## src/rtl/uart_rate_pkg.sv

```systemverilog
// Shared types for the UART rate-change sequencer.
package uart_rate_pkg;

  // Oversampling select codes understood by the tick generator
  typedef enum logic [1:0] {
    RATE_X16 = 2'd0,
    RATE_X8  = 2'd1,
    RATE_X4  = 2'd2,
    RATE_X2  = 2'd3
  } rate_e;

  typedef enum logic [1:0] {
    ST_IDLE    = 2'd0,
    ST_DRAIN   = 2'd1,
    ST_APPLY   = 2'd2,
    ST_RELEASE = 2'd3
  } rate_ctrl_state_e;

  localparam int SETTLE_W = 8;

endpackage

```

## src/rtl/uart_rate_ctrl_if.sv

```systemverilog
// Request handshake plus TX/RX/tick-generator side signals of the rate sequencer.
// slave: the sequencer; master: the surrounding command/UART logic.
interface uart_rate_ctrl_if;
  logic       req_valid_i;
  logic [1:0] req_rate_i;
  logic       req_ready_o;
  logic       tx_busy_i;
  logic       rx_busy_i;
  logic       hold_o;
  logic [1:0] rate_o;
  logic       gen_rst_o;
  logic       done_o;
  logic       err_o;

  modport slave (
    input  req_valid_i, req_rate_i, tx_busy_i, rx_busy_i,
    output req_ready_o, hold_o, rate_o, gen_rst_o, done_o, err_o
  );

  modport master (
    output req_valid_i, req_rate_i, tx_busy_i, rx_busy_i,
    input  req_ready_o, hold_o, rate_o, gen_rst_o, done_o, err_o
  );
endinterface

```

## src/rtl/uart_rate_cnt.sv

```systemverilog
// Loadable down-counter that stops at zero and flags it.
module uart_rate_cnt #(
  parameter int W = 8
) (
  input  logic         clk_i,
  input  logic         rst_i,
  input  logic         load_i,
  input  logic [W-1:0] load_val_i,
  input  logic         dec_i,
  output logic         zero_o
);

  logic [W-1:0] cnt_q;
  logic [W-1:0] cnt_d;

  // Load wins over decrement; decrement holds once zero is reached
  always_comb begin
    cnt_d = cnt_q;
    if (load_i) begin
      cnt_d = load_val_i;
    end else if (dec_i && (cnt_q != '0)) begin
      cnt_d = cnt_q - W'(1);
    end
  end

  // Count register
  always_ff @(posedge clk_i) begin
    if (rst_i) cnt_q <= '0;
    else       cnt_q <= cnt_d;
  end

  assign zero_o = (cnt_q == '0);

endmodule

```

## src/rtl/uart_rate_ctrl.sv

```systemverilog
// Run-time rate change sequencer for the UART tick generator.
// Optional DRAIN timeout: define UART_RATE_CTRL_TIMEOUT_EN.
//
// state   | meaning
// IDLE    | ready for a request; same-rate requests complete here
// DRAIN   | hold TX/RX off, wait for both paths idle
// APPLY   | new rate driven, generator held in reset for the settle window
// RELEASE | one cycle: drop reset and hold, pulse done
module uart_rate_ctrl
  import uart_rate_pkg::*;
#(
  parameter logic [1:0] DEFAULT_RATE   = 2'd0,
  parameter int         SETTLE_CYCLES  = 16,
  parameter int         TIMEOUT_CYCLES = 65536
) (
  input logic            clk_i,
  input logic            rst_i,
  uart_rate_ctrl_if.slave bus
);

  if (SETTLE_CYCLES < 2 || SETTLE_CYCLES > 255) begin : g_bad_settle
    $error("uart_rate_ctrl: SETTLE_CYCLES must be 2..255");
  end
  if (TIMEOUT_CYCLES < 1) begin : g_bad_timeout
    $error("uart_rate_ctrl: TIMEOUT_CYCLES must be positive");
  end

  rate_ctrl_state_e state_q;
  rate_e            rate_q;
  rate_e            new_rate_q;
  logic             ready_q;
  logic             hold_q;
  logic             gen_rst_q;
  logic             done_q;
  logic             err_q;

  logic accept;
  logic drain_idle;
  logic settle_zero;
  logic to_expire;

  assign accept     = bus.req_valid_i && ready_q;
  assign drain_idle = !bus.tx_busy_i && !bus.rx_busy_i;

  // Settle window: loaded with SETTLE_CYCLES-1 so the zero flag marks the last APPLY cycle
  uart_rate_cnt #(.W(SETTLE_W)) u_settle_cnt (
    .clk_i      (clk_i),
    .rst_i      (rst_i),
    .load_i     ((state_q == ST_DRAIN) && drain_idle),
    .load_val_i (SETTLE_W'(SETTLE_CYCLES - 1)),
    .dec_i      (state_q == ST_APPLY),
    .zero_o     (settle_zero)
  );

`ifdef UART_RATE_CTRL_TIMEOUT_EN
  localparam int TO_W = $clog2(TIMEOUT_CYCLES + 1);
  logic to_zero;

  // Timeout armed on every accept that will enter DRAIN
  uart_rate_cnt #(.W(TO_W)) u_timeout_cnt (
    .clk_i      (clk_i),
    .rst_i      (rst_i),
    .load_i     (accept && (bus.req_rate_i != rate_q)),
    .load_val_i (TO_W'(TIMEOUT_CYCLES)),
    .dec_i      (state_q == ST_DRAIN),
    .zero_o     (to_zero)
  );

  assign to_expire = to_zero;
`else
  assign to_expire = 1'b0;
`endif

  // Sequencer FSM with registered outputs; done/err default low so they pulse
  always_ff @(posedge clk_i) begin
    if (rst_i) begin
      state_q    <= ST_IDLE;
      rate_q     <= rate_e'(DEFAULT_RATE);
      new_rate_q <= rate_e'(DEFAULT_RATE);
      ready_q    <= 1'b1;
      hold_q     <= 1'b0;
      gen_rst_q  <= 1'b0;
      done_q     <= 1'b0;
      err_q      <= 1'b0;
    end else begin
      done_q <= 1'b0;
      err_q  <= 1'b0;
      case (state_q)
        ST_IDLE: begin
          ready_q <= 1'b1;
          if (accept) begin
            new_rate_q <= rate_e'(bus.req_rate_i);
            ready_q    <= 1'b0;
            if (bus.req_rate_i == rate_q) begin
              done_q <= 1'b1;
            end else begin
              hold_q  <= 1'b1;
              state_q <= ST_DRAIN;
            end
          end
        end
        ST_DRAIN: begin
          if (drain_idle) begin
            rate_q    <= new_rate_q;
            gen_rst_q <= 1'b1;
            state_q   <= ST_APPLY;
          end else if (to_expire) begin
            err_q   <= 1'b1;
            hold_q  <= 1'b0;
            ready_q <= 1'b1;
            state_q <= ST_IDLE;
          end
        end
        ST_APPLY: begin
          if (settle_zero) begin
            gen_rst_q <= 1'b0;
            hold_q    <= 1'b0;
            done_q    <= 1'b1;
            state_q   <= ST_RELEASE;
          end
        end
        ST_RELEASE: begin
          ready_q <= 1'b1;
          state_q <= ST_IDLE;
        end
        default: state_q <= ST_IDLE;
      endcase
    end
  end

  assign bus.req_ready_o = ready_q;
  assign bus.hold_o      = hold_q;
  assign bus.rate_o      = rate_q;
  assign bus.gen_rst_o   = gen_rst_q;
  assign bus.done_o      = done_q;
  assign bus.err_o       = err_q;

endmodule

```

## src/flat_wrapper.sv

```systemverilog
// flat-port wrapper written by rule: the top's interface ports become plain ports
module uart_rate_ctrl_flat import uart_rate_pkg::*;
#(
  parameter logic [1:0] DEFAULT_RATE   = 2'd0,
  parameter int         SETTLE_CYCLES  = 16,
  parameter int         TIMEOUT_CYCLES = 65536
)
  (clk_i, rst_i, bus_req_valid_i, bus_req_rate_i, bus_tx_busy_i, bus_rx_busy_i, bus_req_ready_o, bus_hold_o, bus_rate_o, bus_gen_rst_o, bus_done_o, bus_err_o);
  uart_rate_ctrl_if bus_i ();
  input logic clk_i;
  input logic rst_i;
  input wire logic [$bits(bus_i.req_valid_i)-1:0] bus_req_valid_i;
  input wire logic [$bits(bus_i.req_rate_i)-1:0] bus_req_rate_i;
  input wire logic [$bits(bus_i.tx_busy_i)-1:0] bus_tx_busy_i;
  input wire logic [$bits(bus_i.rx_busy_i)-1:0] bus_rx_busy_i;
  output wire logic [$bits(bus_i.req_ready_o)-1:0] bus_req_ready_o;
  output wire logic [$bits(bus_i.hold_o)-1:0] bus_hold_o;
  output wire logic [$bits(bus_i.rate_o)-1:0] bus_rate_o;
  output wire logic [$bits(bus_i.gen_rst_o)-1:0] bus_gen_rst_o;
  output wire logic [$bits(bus_i.done_o)-1:0] bus_done_o;
  output wire logic [$bits(bus_i.err_o)-1:0] bus_err_o;
  assign bus_i.req_valid_i = bus_req_valid_i;
  assign bus_i.req_rate_i = bus_req_rate_i;
  assign bus_i.tx_busy_i = bus_tx_busy_i;
  assign bus_i.rx_busy_i = bus_rx_busy_i;
  assign bus_req_ready_o = bus_i.req_ready_o;
  assign bus_hold_o = bus_i.hold_o;
  assign bus_rate_o = bus_i.rate_o;
  assign bus_gen_rst_o = bus_i.gen_rst_o;
  assign bus_done_o = bus_i.done_o;
  assign bus_err_o = bus_i.err_o;
  uart_rate_ctrl #(.DEFAULT_RATE(DEFAULT_RATE), .SETTLE_CYCLES(SETTLE_CYCLES), .TIMEOUT_CYCLES(TIMEOUT_CYCLES)) u_core (.clk_i(clk_i), .rst_i(rst_i), .bus(bus_i));
endmodule
```

## config.mk

```make
export PLATFORM = sky130hd
export DESIGN_NAME = uart_rate_ctrl_flat
export DESIGN_NICKNAME = d
export VERILOG_FILES = /design/src/rtl/uart_rate_pkg.sv /design/src/rtl/uart_rate_ctrl_if.sv /design/src/rtl/uart_rate_cnt.sv /design/src/rtl/uart_rate_ctrl.sv /design/src/flat_wrapper.sv
export SDC_FILE = /design/constraint.sdc
export NUM_CORES = 1
export LEC_CHECK = 0
export CORE_MARGIN = 2
export CORE_UTILIZATION = 45
export DETAILED_ROUTE_END_ITERATION = 10
export DONT_BUFFER_PORTS = 1
export SLEW_MARGIN = 30
export SYNTH_ARGS = -nofsm -noshare
export SYNTH_HDL_FRONTEND = slang
export SYNTH_SLANG_ARGS = --single-unit
```

## constraint.sdc

```tcl
create_clock -name clk_i -period 4.45 [get_ports clk_i]
set_input_delay 0.445 -clock clk_i [delete_from_list [all_inputs] [get_ports clk_i]]
set_output_delay 0.445 -clock clk_i [all_outputs]
set_load 0.01 [all_outputs]
```

Yosys cells after proc, flatten, opt, wreduce, memory -nomap -nowiden:

Cells that the tools add are included.

* add/subtract/negate cells: 1
* equality and inequality tests: 8
* muxes and demuxes: 19
* reduce and logical (&&, ||, !) cells: 19

Operators with widths (count)
* logical NOT 8 bit: 1
* two-way mux 1 bit: 8
* two-way mux 2 bit: 4
* two-way mux 4 bit: 2
* one-hot mux 1 bit (2 select lines): 4
* one-hot mux 2 bit (4 select lines): 1
* AND reduction 4 bit: 2
* nonzero test 2 bit: 4
* nonzero test 8 bit: 1
* subtractor 8 x 1 -> 8 bit, second input constant: 1
* != test 2 x 1 -> 1 bit, second input constant: 3
* equality test 2 bit, second input constant: 2
* logical AND 1 bit: 4
* AND reduction 2 bit: 2
* AND reduction 3 bit: 1
* equality test 2 x 1 -> 1 bit, second input constant: 1
* equality test 2 bit: 1
* logical NOT 1 bit: 2
* logical NOT 2 bit: 1
* != test 2 bit, second input constant: 1
* OR reduction 2 bit: 1

* register bits: 18
* input port bits: 7
* output and inout bits: 7
* word-level logic and storage cells: 56

Depth between registers and ports, before layout:

Gate-level depths: netlist (run 1).

* depth after elaboration: 4
* gate-level depth with buffers: 7
* mapped depth without buffers: 6

Hierarchy:

From an unflattened synthesis (run 1), not the netlist that was laid out.

* cells, all modules: 122
* area total of the unflattened synthesis: 1069.8 sq um

By module, submodules not included
* uart_rate_ctrl: times used 1, cells each 63, area an instance 554.3 sq um, sequential area each 200.2 sq um
* uart_rate_cnt: times used 1, cells each 59, area an instance 515.5 sq um, sequential area each 160.2 sq um

Worst setup path before layout (run 1):

OpenSTA, ideal clock, no wires.

* path type: register to register
* start: register u_core.u_settle_cnt.cnt_q[0]
* end: register u_core.state_q[0]
* library setup time: 0.072 ns
* arrival time: 1.731 ns
* required time: 4.378 ns
* path slack: 2.647 ns
* stages on the path, launching flop included: 8
* buffers on the path: 1
* period minus slack after synthesis: 1.803 ns
* cell sequence: dfxtp_1 -> inv_1 -> ha_1 -> or3b_2 -> clkbuf_1 -> o21a_4 -> a211oi_4 -> mux2i_1

* longest elaborated chain between the ends: 3

RTL lines
* start: declaration: line uart_rate_cnt.sv:13 `logic [W-1:0] cnt_q;`
* start signal: assignment: line uart_rate_cnt.sv:29 `else cnt_q <= cnt_d;`
* logical NOT 8 bit: line uart_rate_cnt.sv:32 `assign zero_o = (cnt_q == '0);`
* != test 2 x 1 -> 1 bit (no line)
* AND reduction 4 bit (no line)
* end signal: assignment: line uart_rate_ctrl.sv:77 `state_q <= ST_IDLE;`
* end signal: assignment: line uart_rate_ctrl.sv:98 `state_q <= ST_DRAIN;`
* end signal: assignment: line uart_rate_ctrl.sv:106 `state_q <= ST_APPLY;`
* end: declaration: line uart_rate_ctrl.sv:28 `rate_ctrl_state_e state_q;`

No other way between the ends.
A chain may end at the register's enable or synchronous reset.

Worst setup path in the final report (run 1):

* start: register u_core.u_settle_cnt.cnt_q[0]
* end: register u_core.state_q[1]

Same word-level chain as after synthesis.

==> impl_results.md, run 1 <==
* DIE AREA at 2590 um^2
* CTS resizes at 0
* Diode count at 0
* Crit path required time at ~4.7 ns
* Fin crit share at 0.409
* Vias in the first global route at just under 700
* Port-buffer cells at 0
* Pin count of the biggest net entering global routing at 19
* Routed WL per cell at 12.8 um
* CTS Buf Count at 3
* Critical path class: flop to flop
* Crit end category: flop
* Sequential area share after synthesis at 0.364
* Slowest stage delay, CP at around 0.54 ns
* PnR worst setup slack at about 2.6 ns
* Num rows at 16
* Routed wire length at around 1700 um
* Initial Utilization at 0.490
* Slowest-stage cell, CP: or3b_2
* H-Tree Depth at 1
* Mapped cell area at 991 um^2
* Final Util at 0.511
* Status: finished clean
* # IOs at 14
* Initial antenna violation count at 0
* CTS Hold Bufs at 0
* Clk pin slew, worst setup/hold paths at between 0.1 and 0.15 ns
* Peak VDD IR at roughly 0.00027 V
* Fin nets at about 120
* TritonCTS Sinks at 18
* Top post-synthesis cells by area: dfxtp_1, ha_1, xor2_1
* Synth Warn # at 0
* First drt pass iteration count at 3
* Post-CTS setup buffers at 0
* Cell leakage power at approximately 0.39 nW
* Post-synth EDFFs at 0
* Max-cap violations at 0
* Post-Syn Nets at between 100 and 150
* Final setup vio count at 0
* Die height at around 51 um
* Final Hold Fails at 0
* Async set-reset flop share out of synthesis at 0
* Cell taking the most area after synthesis: dfxtp_1
* Max clock buf depth at 2
* DP Worst Slack at around 2.6 ns
* TritonCTS clock tree: yes
* CP delay by family, top: simple AND/OR/NAND/NOR gates
* Max Fclk at around 0.55 GHz
* Via density per instance at 5.21
* Min Tclk post-route at between 1.5 and 2 ns
* Die width at ~51 um
* Layout cells sized above 1 at 0.0642
* GP Congestion at 0.804
* Synth cell types at 34
* Overflow after GRT at 0
* Routed vias at about 700
* CORE AREA at 2020 um^2
* Post-Syn Area per Cell at around 9 um^2
* DP HPWL at between 1000 and 1500 um
* Antenna violation net count after detailed routing at 0
* Clock latency on the worst-skew pair at 0.30 ns
* First-pass GRT wire length at slightly below 3000 um
* HP Class: input pin to flop
* Startpoint Class: flop
* DRT iter0 DRCs at 2
* Setup_tns at 0 ns
* # DRC at 0
* Post-synth top cells: dfxtp_1, nor2_1
* Synth Instances at around 110
* Cell Pwr Density at 559 nW/um^2
* CTS root buffer: clkbuf_4
* Skew final at roughly 0.016 ns
* GRT Total Usage at 0.153
* Final Max Slew Viols at 0
* Tot Pwr at a little under 0.0006 W
* Layout area overhead at 4.29%
* Top-count cell post-synth: dfxtp_1
* Seq cells post-synth at 18
* Dominant synthesized flop cell: dfxtp_1
* Crit path arrival time at roughly 2.1 ns
* RSZ-0062 raised after global routing: no
* Top cell type's share of synthesized area at 0.364
* Worst path bufs/invs at 1
* Worst Path Max Fanout at 9
* Worst path cell trace: inv_1 > ha_1 > or3b_2 > o21a_4 > a211oi_4 > mux2i_1
==> state kept, by name, summed over array words and instances, names as in the netlist <==
| signal | cells |
|---|---|
| u_core.bus.req_ready_o | 1 |
| u_core.bus.done_o | 1 |
| u_core.new_rate_q | 2 |
| u_core.bus.hold_o | 1 |
| u_core.bus.gen_rst_o | 1 |
| u_core.state_q | 2 |
| u_core.bus.rate_o | 2 |
| u_core.u_settle_cnt.cnt_q | 8 |
==> through the flow <==
step	cells	hold slack, ns	instance area (um^2)
finish	136	0.198	1030
global route	136	0.176	1030
CTS	136	0.188	1030
detailed placement	132	0.448	997
global placement	132	0.433	997
floorplan	111	0.432	991
==> routing by layer <==
| layer | global-route usage | share of wire |
|---|---|---|
| met5 | 0 | 0 |
| met4 | 0.0450 | 0.0086 |
| met3 | 0.0585 | 0.044 |
| met2 | 0.236 | 0.44 |
| met1 | 0.198 | 0.50 |
==> cells in the final DEF, fill, tap and decap left out, types with 2 or more instances in the layout <==
master	n
or3_1	3
a31oi_1	2
nand2b_1	7
o211ai_1	4
clkbuf_4	3
inv_1	5
o2111ai_1	2
nand2_1	6
dfxtp_1	18
mux2i_1	5
a21oi_1	7
o21ai_1	2
nor2_1	9
ha_1	7
nor2b_1	2
nor3_1	2
o21bai_1	2
o21ai_0	2
xor2_1	7
==> final cells by class <==
type,instances,area [um^2]
Fill cell,209,988
Clock buffer,4,36.3
Inverter,5,18.8
Tap cell,27,33.8
Multi-Input combinational cell,82,584
Sequential cell,18,360
==> kinds of logic after synthesis <==
| logic type | count (synthesis) | share of synthesized area |
|---|---|---|
| adders and majority gates | 7 | 0.0884 |
| and+or+nand+nor | 37 | 0.201 |
| buffers and inverters | 11 | 0.0467 |
| other | 1 | 0.00378 |
| DFF | 18 | 0.364 |
| muxes | 5 | 0.0505 |
| xor gates and xnor gates | 8 | 0.0707 |
| AOI/OAI and AO/OA | 24 | 0.175 |
==> report_power, final <==
part	internal [W]	switching, W	total [W]
clock	0.0000498	0.0000512	0.000101
combinational	0.000105	0.000134	0.000239
sequential	0.000198	0.0000404	0.000238
==> worst paths after layout <==
kind	start	endpoint	slack (ns)	cells past startpoint
setup reg to reg	u_core.u_settle_cnt.cnt_q[0]	u_core.state_q[1]	2.63	6
hold / removal	rst_i	u_core.bus.gen_rst_o	0.20	1
setup / recovery	u_core.u_settle_cnt.cnt_q[0]	u_core.state_q[1]	2.63	6
hold reg to reg	u_core.new_rate_q[0]	u_core.bus.rate_o[0]	0.45	2
No activity file was read; power rests on OpenSTA's default activity.
==> run 2: changes to the inputs <==
==> constraint.sdc (replaced) <==
create_clock -name clk_i -period 1.65 [get_ports clk_i]
set_input_delay 0.165 -clock clk_i [delete_from_list [all_inputs] [get_ports clk_i]]
set_output_delay 0.165 -clock clk_i [all_outputs]
set_load 0.01 [all_outputs]
==> run 2 against run 1 <==
Against the previous run:
- the run now ends with negative setup slack left
- first-iteration DRC count increased to 4.0 times the previous value
- critical path depth unchanged
- cell area increased by 16%
- critical endpoint unchanged
- largest power group unchanged
- highest routed layer unchanged
==> impl_results.md, run 2 (synthesized netlist as in run 1, its figures left out) <==
* Status: finished, violations left (was finished clean)
* Failing checks: negative setup slack
* Crit path required time at 1.89 ns (was 4.69 ns)
* PnR worst setup slack at -0.0135 ns (was 2.63 ns)
* HP Class: input pin to flop (unchanged)
* Die width at 50.9 um (unchanged)
* Sequential power share at 0.348 (was 0.412)
* Routed wire length at 2220 um (was 1740 um)
* Clock latency on the worst-skew pair at 0.30 ns (about the same)
* Hold Crit Start: bus_req_rate_i[1] (was rst_i)
* H-Tree Depth at 1 (unchanged)
* Gate power share at 0.500 (was 0.413)
* Int Power at 0.00111 W (was 0.000353 W)
* DRT iter0 DRCs at 8 (was 2)
* TritonCTS clock tree: yes (unchanged)
* Pin count of the biggest net entering global routing at 12 (was 19)
* RR Endpoint: u_core.state_q[1] (unchanged)
* CTS root buffer: clkbuf_4 (unchanged)
* Final Hold Fails at 0 (unchanged)
* CTS Buf Count at 3 (unchanged)
* Overflow after GRT at 0 (unchanged)
* Clock share of power at 0.152 (was 0.175)
* Initial antenna violation count at 0 (unchanged)
* Vias in the first global route at 820 (was 675)
* Hold EP: u_core.new_rate_q[1] (was u_core.bus.gen_rst_o)
* CORE AREA at 2020 um^2 (unchanged)
* Final hold slack at 0.0182 ns (was 0.198 ns)
* GRT Total Usage at 0.196 (was 0.153)
* Via density per instance at 5.46 (was 5.21)
* Startpoint Class: flop (unchanged)
* Critical path class: flop to flop (unchanged)
* GP Congestion at 0.797 (was 0.804)
* Cell leakage power at 0.472 nW (was 0.395 nW)
* First drt pass iteration count at 4 (was 3)
* DIE AREA at 2590 um^2 (unchanged)
* Final setup vio count at 2 (was 0)
* Diode count at 0 (unchanged)
* DP HPWL at 1550 um (was 1330 um)
* Crit path arrival time at 1.90 ns (was 2.06 ns)
* Commonest non-fill, non-tap cell in the layout: dfxtp_1 (unchanged)
* Num rows at 16 (unchanged)
* # DRC at 0 (unchanged)
* RSZ-0062 raised after global routing: yes (was no)
* Reg with most FFs: u_core.u_settle_cnt.cnt_q (unchanged)
* Most frequent cells in the layout: dfxtp_1, buf_4, nor2_1 (was dfxtp_1, nor2_1)
* Layout area overhead at 21.2% (was 4.29%)
* Max reg flops at 8 (unchanged)
* Final Util at 0.594 (was 0.511)
* Worst R2R Setup Slack at -0.01 ns (was 2.63 ns)
* Worst hold path depth at 2 (was 1)
* Worst Path Max Fanout at 6 (was 9)
* Max-cap violations at 0 (unchanged)
* # IOs at 14 (unchanged)
* Max Fclk at 0.601 GHz (was 0.550 GHz)
* First-pass GRT wire length at 3700 um (was 2940 um)
* Fin crit share at 1.01 (was 0.409)
* Tot Pwr at 0.00182 W (was 0.000578 W)
* Cell Pwr Density at 1520 nW/um^2 (was 559 nW/um^2)
* Psw at 0.000706 W (was 0.000225 W)
* Routed vias at 824 (was 709)
* Layout cells sized above 1 at 0.266 (was 0.0642)
* Min Tclk post-route at 1.66 ns (was 1.82 ns)
* Skew final at 0.00859 ns (was 0.0163 ns)
* Clk pin slew, worst setup/hold paths at 0.11 ns (about the same)
* Worst Reg2Reg Path Length in Cells at 6 (unchanged)
* Fin nets at 139 (was 124)
* Initial Utilization at 0.490 (unchanged)
* Sw frac at 0.388 (was 0.390)
* Peak VDD IR at 0.000861 V (was 0.000272 V)
* Port-buffer cells at 0 (unchanged)
* Antenna violation net count after detailed routing at 0 (unchanged)
* Routed WL per cell at 14.7 um (was 12.8 um)
* Die height at 50.9 um (unchanged)
* Crit end category: flop (unchanged)
* Max clock buf depth at 2 (unchanged)
* Reg-to-reg critical path startpoint: u_core.u_settle_cnt.cnt_q[0] (unchanged)
* Final Max Slew Viols at 0 (unchanged)
* TritonCTS Sinks at 18 (unchanged)
run 2: changes by cell type in the layout (fill, tap and decap cells not counted), sizes merged:
cell	delta
buf	+14
dlygate4sd3	+1
run 2: critical path, cell delays in order, from the launching register on:
cell and delay (ns):
dfxtp_2 0.34, inv_2 0.07, ha_4 0.12, or3b_4 0.41, o21a_4 0.22, a211oi_4 0.22, mux2i_1 0.21
run 2: area by class of cell:
class	count	area, um^2
repair buffers	15	115
fillers	188	821
multi-input cells	82	633
inverters	5	18.8
flip-flops and latches	18	364
clock buffers	4	36.3
well taps	27	33.8
run 2: how the worst max path moves through the flow:
stage	start	to	slack, ns	depth (start not counted)
2_1_floorplan	u_core.u_settle_cnt.cnt_q[0]	u_core.state_q[0]	-0.08	7
3_3_place_gp	u_core.u_settle_cnt.cnt_q[2]	u_core.state_q[0]	-0.05	4
3_5_place_dp	u_core.u_settle_cnt.cnt_q[2]	u_core.state_q[1]	-0.11	4
4_1_cts	u_core.u_settle_cnt.cnt_q[3]	u_core.state_q[1]	-0.02	4
5_1_grt	u_core.u_settle_cnt.cnt_q[0]	u_core.state_q[0]	-0.09	6
6_report	u_core.u_settle_cnt.cnt_q[0]	u_core.state_q[1]	-0.01	6
run 2: routing by layer:
metal / share of wire / track usage
met4: 0.0067 / 0.0541
met2: 0.51 / 0.327
met3: 0.045 / 0.0673
met1: 0.44 / 0.239
met5: 0 / 0
run 2: power groups by stage:
stage | sequential (W) | clock (W) | combinational (W)
floorplan | 0.000636 | 0 | 0.000598
CTS | 0.000633 | 0.000285 | 0.000857
global placement | 0.000634 | 0 | 0.000760
global route | 0.000647 | 0.000309 | 0.00101
detailed placement | 0.000640 | 0 | 0.000783
finish | 0.000634 | 0.000276 | 0.000911
run 2: repair_timing:
item,in CTS,in global routing
gates resized for setup,4,6
buffers inserted,3,0
endpoints found under the setup margin,6,8
gates cloned,0,0
hold endpoints to repair,11,0
hold buffers,1,0
pin swaps,3,5
run 2: metrics by stage:
step,setup WS [ns],area (um^2),cells,TNS [ns]
2_1_floorplan,-0.0792,1010,111,-0.158
3_3_place_gp,-0.0471,1080,143,-0.0976
3_5_place_dp,-0.114,1080,143,-0.260
4_1_cts,-0.0176,1170,151,-0.0288
5_1_grt,-0.0947,1200,151,-0.477
6_report,-0.0135,1200,151,-0.0192
